## src/rtl/bvh_node_fetch.sv

```systemverilog
// BVH node fetch-and-decode unit.
// Accepts node-index requests, issues in-order reads to node RAM, decodes each
// returned raw word into an offset-applied AABB plus classified child refs,
// and buffers decoded nodes in a show-ahead FIFO under credit flow control.
//
// Handshake semantics (both req_* and node_*): a transfer happens on a rising
// clock edge where valid && ready are both high; valid never depends on ready,
// and a producer holds its payload stable while valid is high and ready low.
module bvh_node_fetch #(
  parameter int FIXED_W  = 32,
  parameter int INDEX_W  = 16,
  parameter int CHILDREN = 2,
  parameter int DEPTH    = 4,
  parameter int RAW_W    = 6*FIXED_W + CHILDREN*INDEX_W
) (
  input  logic                        clk,
  input  logic                        reset,
  input  logic                        req_valid,
  output logic                        req_ready,
  input  logic [INDEX_W-1:0]          req_index,
  input  logic [3*FIXED_W-1:0]        req_offset,
  output logic                        mem_rd_en,
  output logic [INDEX_W-1:0]          mem_rd_addr,
  input  logic                        mem_rd_valid,
  input  logic [RAW_W-1:0]            mem_rd_data,
  output logic                        node_valid,
  input  logic                        node_ready,
  output logic [3*FIXED_W-1:0]        node_min,
  output logic [3*FIXED_W-1:0]        node_max,
  output logic [CHILDREN*INDEX_W-1:0] node_child,
  output logic [CHILDREN-1:0]         node_leaf,
  output logic [CHILDREN-1:0]         node_null,
  output logic [INDEX_W-1:0]          node_index,
  output logic                        err_unexpected
);

  localparam int PTR_W = $clog2(DEPTH);
  localparam int CNT_W = $clog2(DEPTH) + 1;
  localparam int OFF_W = 3*FIXED_W;
  localparam int CH_W  = CHILDREN*INDEX_W;
  localparam logic [CNT_W:0] FULL_CNT = DEPTH[CNT_W:0];

  // Tag FIFO: request context waiting for its memory response.
  logic [INDEX_W-1:0] tag_index  [DEPTH];
  logic [OFF_W-1:0]   tag_offset [DEPTH];
  logic [PTR_W-1:0]   tag_wr_ptr, tag_rd_ptr;
  logic [CNT_W-1:0]   inflight;

  // Output FIFO: decoded nodes, head drives node_* directly.
  logic [OFF_W-1:0]    out_min   [DEPTH];
  logic [OFF_W-1:0]    out_max   [DEPTH];
  logic [CH_W-1:0]     out_child [DEPTH];
  logic [CHILDREN-1:0] out_leaf  [DEPTH];
  logic [CHILDREN-1:0] out_null  [DEPTH];
  logic [INDEX_W-1:0]  out_index [DEPTH];
  logic [PTR_W-1:0]    out_wr_ptr, out_rd_ptr;
  logic [CNT_W-1:0]    fifo_count;

  logic                accept, resp, pop;
  logic [CNT_W:0]      used;
  logic [OFF_W-1:0]    dec_min, dec_max;
  logic [CHILDREN-1:0] dec_leaf, dec_null;
  logic [OFF_W-1:0]    head_offset;

  // Credits: every slot is either in flight or buffered, so a response moving
  // a node from in-flight to buffered leaves the credit count unchanged.
  always_comb begin
    used        = {1'b0, inflight} + {1'b0, fifo_count};
    req_ready   = !reset && (used != FULL_CNT);
    accept      = req_valid && req_ready;
    resp        = mem_rd_valid && (inflight != '0);
    node_valid  = (fifo_count != '0);
    pop         = node_valid && node_ready;
    mem_rd_en   = accept;
    mem_rd_addr = accept ? req_index : '0;
    head_offset = tag_offset[tag_rd_ptr];
  end

  // Decode the returned word: fields are packed MSB first (min xyz, max xyz,
  // child0..childN-1). Leaf/null flags use the same child0-in-MSB ordering
  // as node_child so flag bit positions line up with the child fields.
  always_comb begin
    dec_min  = '0;
    dec_max  = '0;
    dec_leaf = '0;
    dec_null = '0;
    for (int d = 0; d < 3; d++) begin
      dec_min[OFF_W-1-d*FIXED_W -: FIXED_W] =
        mem_rd_data[RAW_W-1-d*FIXED_W -: FIXED_W] + head_offset[OFF_W-1-d*FIXED_W -: FIXED_W];
      dec_max[OFF_W-1-d*FIXED_W -: FIXED_W] =
        mem_rd_data[RAW_W-1-(d+3)*FIXED_W -: FIXED_W] + head_offset[OFF_W-1-d*FIXED_W -: FIXED_W];
    end
    for (int i = 0; i < CHILDREN; i++) begin
      dec_null[CHILDREN-1-i] = &mem_rd_data[CH_W-1-i*INDEX_W -: INDEX_W];
      dec_leaf[CHILDREN-1-i] = mem_rd_data[CH_W-1-i*INDEX_W] && !dec_null[CHILDREN-1-i];
    end
  end

  // Pointers, occupancy counters and the sticky protocol error.
  always_ff @(posedge clk or posedge reset) begin
    if (reset) begin
      tag_wr_ptr     <= '0;
      tag_rd_ptr     <= '0;
      inflight       <= '0;
      out_wr_ptr     <= '0;
      out_rd_ptr     <= '0;
      fifo_count     <= '0;
      err_unexpected <= 1'b0;
    end else begin
      if (accept) tag_wr_ptr <= tag_wr_ptr + 1'b1;
      if (resp) begin
        tag_rd_ptr <= tag_rd_ptr + 1'b1;
        out_wr_ptr <= out_wr_ptr + 1'b1;
      end
      if (pop) out_rd_ptr <= out_rd_ptr + 1'b1;
      inflight   <= inflight + CNT_W'(accept) - CNT_W'(resp);
      fifo_count <= fifo_count + CNT_W'(resp) - CNT_W'(pop);
      if (mem_rd_valid && (inflight == '0)) err_unexpected <= 1'b1;
    end
  end

  // Tag storage; contents are only meaningful behind the pointers.
  always_ff @(posedge clk) begin
    if (accept) begin
      tag_index[tag_wr_ptr]  <= req_index;
      tag_offset[tag_wr_ptr] <= req_offset;
    end
  end

  // Decoded-node storage, cleared on reset so outputs read zero afterwards.
  always_ff @(posedge clk or posedge reset) begin
    if (reset) begin
      for (int i = 0; i < DEPTH; i++) begin
        out_min[i]   <= '0;
        out_max[i]   <= '0;
        out_child[i] <= '0;
        out_leaf[i]  <= '0;
        out_null[i]  <= '0;
        out_index[i] <= '0;
      end
    end else if (resp) begin
      out_min[out_wr_ptr]   <= dec_min;
      out_max[out_wr_ptr]   <= dec_max;
      out_child[out_wr_ptr] <= mem_rd_data[CH_W-1:0];
      out_leaf[out_wr_ptr]  <= dec_leaf;
      out_null[out_wr_ptr]  <= dec_null;
      out_index[out_wr_ptr] <= tag_index[tag_rd_ptr];
    end
  end

  // Show-ahead head of the output FIFO.
  always_comb begin
    node_min   = out_min[out_rd_ptr];
    node_max   = out_max[out_rd_ptr];
    node_child = out_child[out_rd_ptr];
    node_leaf  = out_leaf[out_rd_ptr];
    node_null  = out_null[out_rd_ptr];
    node_index = out_index[out_rd_ptr];
  end

endmodule
```

## config.mk

```make
export PLATFORM = sky130hd
export DESIGN_NAME = bvh_node_fetch
export DESIGN_NICKNAME = d
export VERILOG_FILES = /design/src/rtl/bvh_node_fetch.sv
export SDC_FILE = /design/constraint.sdc
export NUM_CORES = 2
export LEC_CHECK = 0
export CAP_MARGIN = 10
export CORE_ASPECT_RATIO = 0.6
export CORE_MARGIN = 5
export CORE_UTILIZATION = 63
export DETAILED_ROUTE_END_ITERATION = 10
export PLACE_DENSITY = 0.86
export SETUP_SLACK_MARGIN = 0.15
export SYNTH_ARGS = -nofsm -noshare
export SYNTH_HDL_FRONTEND = slang
export SYNTH_SLANG_ARGS = --single-unit
```

## constraint.sdc

```tcl
create_clock -name clk -period 77.3 [get_ports clk]
set_input_delay 15.46 -clock clk [delete_from_list [all_inputs] [get_ports clk]]
set_output_delay 15.46 -clock clk [all_outputs]
set_load 0.01 [all_outputs]
```

==> results.sh <==
export IMPL_holdPathStages=2
export IMPL_power_switching_mw=1.62
export IMPL_rsz0062_at_grt="false"
export IMPL_rows=92
export IMPL_grt_pass1_vias=51400
export IMPL_dp_hpwl_mm=129
export IMPL_clock_skew_ns=0.0366
export IMPL_sequentialPowerShare_pct=31.5
export IMPL_hold_viol_final=0
export IMPL_post_drt_wl_per_cell_um=25.6
export IMPL_yosys_warnings=0
export IMPL_port_buffers=604
export IMPL_drv_cap=0
export IMPL_h_tree_depth=4
export IMPL_grt_pass1_wl_mm=307
export IMPL_ant_nets=0
export IMPL_die_w_um=432
export IMPL_peakVddDrop_uv=35.6
export IMPL_power_leakage_nw=33.8
export IMPL_drc=0
export IMPL_powerDensity_nw_per_um2=49.3
export IMPL_crit_arrival_ns=17.93
export IMPL_via_count=51100
export IMPL_dr_pass1_iters=7
export IMPL_synth_flop_cell="dfrtp_1"
export IMPL_synth_cells=5811
export IMPL_start_kind="primary input"
export IMPL_routed_wl_mm=200
export IMPL_ctsLongestPathBuffers=3
export IMPL_clk_insertion_delay_late_ns=0.78
export IMPL_syn_avg_cell_area_um2=11.6
export IMPL_path_clk_slew_ns=0.06
export IMPL_pwr_share_comb_pct=50.7
export IMPL_clock_fmax_mhz=29.9
export IMPL_synthArstFlopShare_pct=68.9
export IMPL_tightest_slew_ns=1.18
export IMPL_switching_share_pct=41.7
export IMPL_cts_inserted_buffers=132
export IMPL_grt_total_usage_pct=35.0
export IMPL_coreArea_um2=106000
export IMPL_finalCritPeriodShare_pct=43.2
export IMPL_ys_seq_elements=1439
export IMPL_final_cell_mix="1553 x nand2_1, 987 x dfrtp_1, 783 x o21ai_0, 604 x clkdlybuf4s50_1, 448 x edfxtp_1"
export IMPL_synth_cell_types=82
export IMPL_first_iter_violations=6813
export IMPL_io_pins=605
export IMPL_fin_nets=6806
export IMPL_holdWs_ns=0.473
export IMPL_slew_headroom_pct=21.5
export IMPL_syn_area_um2=67300
export IMPL_routabilityCongestion=0.975
export IMPL_die_area_um2=114000
export IMPL_slew_viol_final=0
export IMPL_drive_above_1_share_pct=10.3
export IMPL_final_core_util_pct=74.8
export IMPL_intPower_mw=2.27
export IMPL_grt_start_max_net_pins=214
export IMPL_cts_hold_buf=0
export IMPL_grt_ovfl_total=0
export IMPL_area_growth_pct=17.3
export IMPL_synth_edff_count=448
export IMPL_cts_resized=0
export IMPL_p_clk_share_pct=17.8
export IMPL_placed_area_um2=74400
export IMPL_crit_fanout=22
export IMPL_final_common_cell="nand2_1"
export IMPL_start_util_pct=63.8
export IMPL_ys_seq_area_share_pct=56.8
export IMPL_post_cts_buffers=0
export IMPL_final_area_um2=79000
export IMPL_die_h_um=263
export IMPL_cp_required_ns=61.84
export IMPL_n_fill_cell=6488
export IMPL_end_kind="output port"
export IMPL_syn_nets=6362
export IMPL_rr_worst_depth=14
export IMPL_via_per_inst=6.55
export IMPL_setup_violations_final=0
export IMPL_final_setup_tns_ns=0
export IMPL_path_class="primary input to output port"
export IMPL_cts_tree="done"
export IMPL_finalCriticalPeriod_ns=33.39
export IMPL_status="completed"
export IMPL_cts_sinks=1439
export IMPL_hold_class="register to register"
export IMPL_grt_antenna_before_repair=35
export IMPL_r2r_slack_ns=71.03
export IMPL_clock_root_buffer="clkbuf_16"
export IMPL_power_mw=3.89
-- path summary, 6_finish.rpt --
kind                                 endpoint           from
worst max-delay path                mem_rd_en          reset
min in group asynchronous       out_child[69]          reset
worst max register to register    out_max[56]  tag_rd_ptr[1]
worst min-delay path            out_child[41]  out_child[41]
max in group asynchronous        out_min[255]          reset
worst min register to register  out_child[41]  out_child[41]
-- through the flow --
stage                     setup WS, ns  instances
final                            43.91       7809
after floorplan                  33.96       5811
after global routing             43.67       7804
after global placement           44.01       7531
after CTS                        43.88       7775
after detailed placement         43.90       7531
-- cell usage after synthesis, drive strengths merged (5+ instances only) --
cell     count  area [µm²]
and2        14        87.6
dfrtp      991       24800
and3        37         231
a21boi       5        37.5
a211o        7        61.3
o21ai      799        4000
a31oi       32         221
nor2       115         432
mux4       356        8020
nand3b       5        37.5
a211oi      11        82.6
a21o       116         871
edfxtp     448       13500
or2          7        43.8
nor2b       23         144
clkbuf     269        1010
o31ai       15         131
inv         56         210
nor4         5        31.3
a21oi      189         957
nand3       51         255
mux2i        6        60.1
nor3        30         150
xnor2       97         850
fa           9         180
buf         68         259
a221oi       5        61.3
o21a        17         128
and4         7        63.8
nand2     1557        5840
xor2        83         727
nand2b      24         150
nand4       32         200
a2111oi      5        51.3
o21bai      28         214
ha         201        2510
or3         22         138
o211ai       9        67.6
o22ai       10        62.6
-- power groups by stage --
| stage | registers [mW] | clock network [mW] | logic, mW |
|---|---|---|---|
| floorplan | 1.17 | 0 | 1.23 |
| global placement | 1.20 | 0 | 1.84 |
| detailed placement | 1.22 | 0 | 1.91 |
| CTS | 1.22 | 0.695 | 1.94 |
| global route | 1.25 | 0.728 | 2.11 |
| finish | 1.23 | 0.691 | 1.97 |
-- cell type report --
class / count / area [µm²] / area share, %
multi-input combinational: 3979 / 27700 / 35.0
timing repair buffer: 647 / 6460 / 8.17
inverter: 56 / 218 / 0.276
clock buffer: 182 / 3880 / 4.92
clock inverter: 62 / 657 / 0.831
antenna: 34 / 85.1 / 0.108
tap: 1410 / 1760 / 2.23
sequential: 1439 / 38300 / 48.4
-- routing by layer --
metal | GRT usage, % | vias to the layer above | wire length [µm]
met5 | 0 | - | 31
met4 | 17.8 | 4 | 10700
met3 | 7.46 | 592 | 21000
met2 | 53.0 | 3377 | 92000
met1 | 48.9 | 25400 | 76100
li1 | - | 21700 | -
-- registers in the layout, summed over array words and instances (netlist names), 8 cells and up --
name	count
tag_offset	384
out_min	384
out_max	384
out_index	64
out_child	128
out_leaf	8
tag_index	64
out_null	8
-- worst max-delay path, cell delays in order --
cell and delay, ns:
clkdlybuf4s50_1 0.64, a31oi_2 0.83, and2_0 0.38, clkdlybuf4s50_1 0.60
-- cell families after synthesis --
logic type	count (synthesis)	synth area share [%]
and+or+nand+nor	1938	11.7
DFF	1439	56.8
AOI/OAI and AO/OA	1289	10.9
buffers and inverters	393	2.20
muxes	362	12.0
adders and majority gates	210	4.00
xor gates and xnor gates	180	2.34
Power figures use the tool's default switching activity.
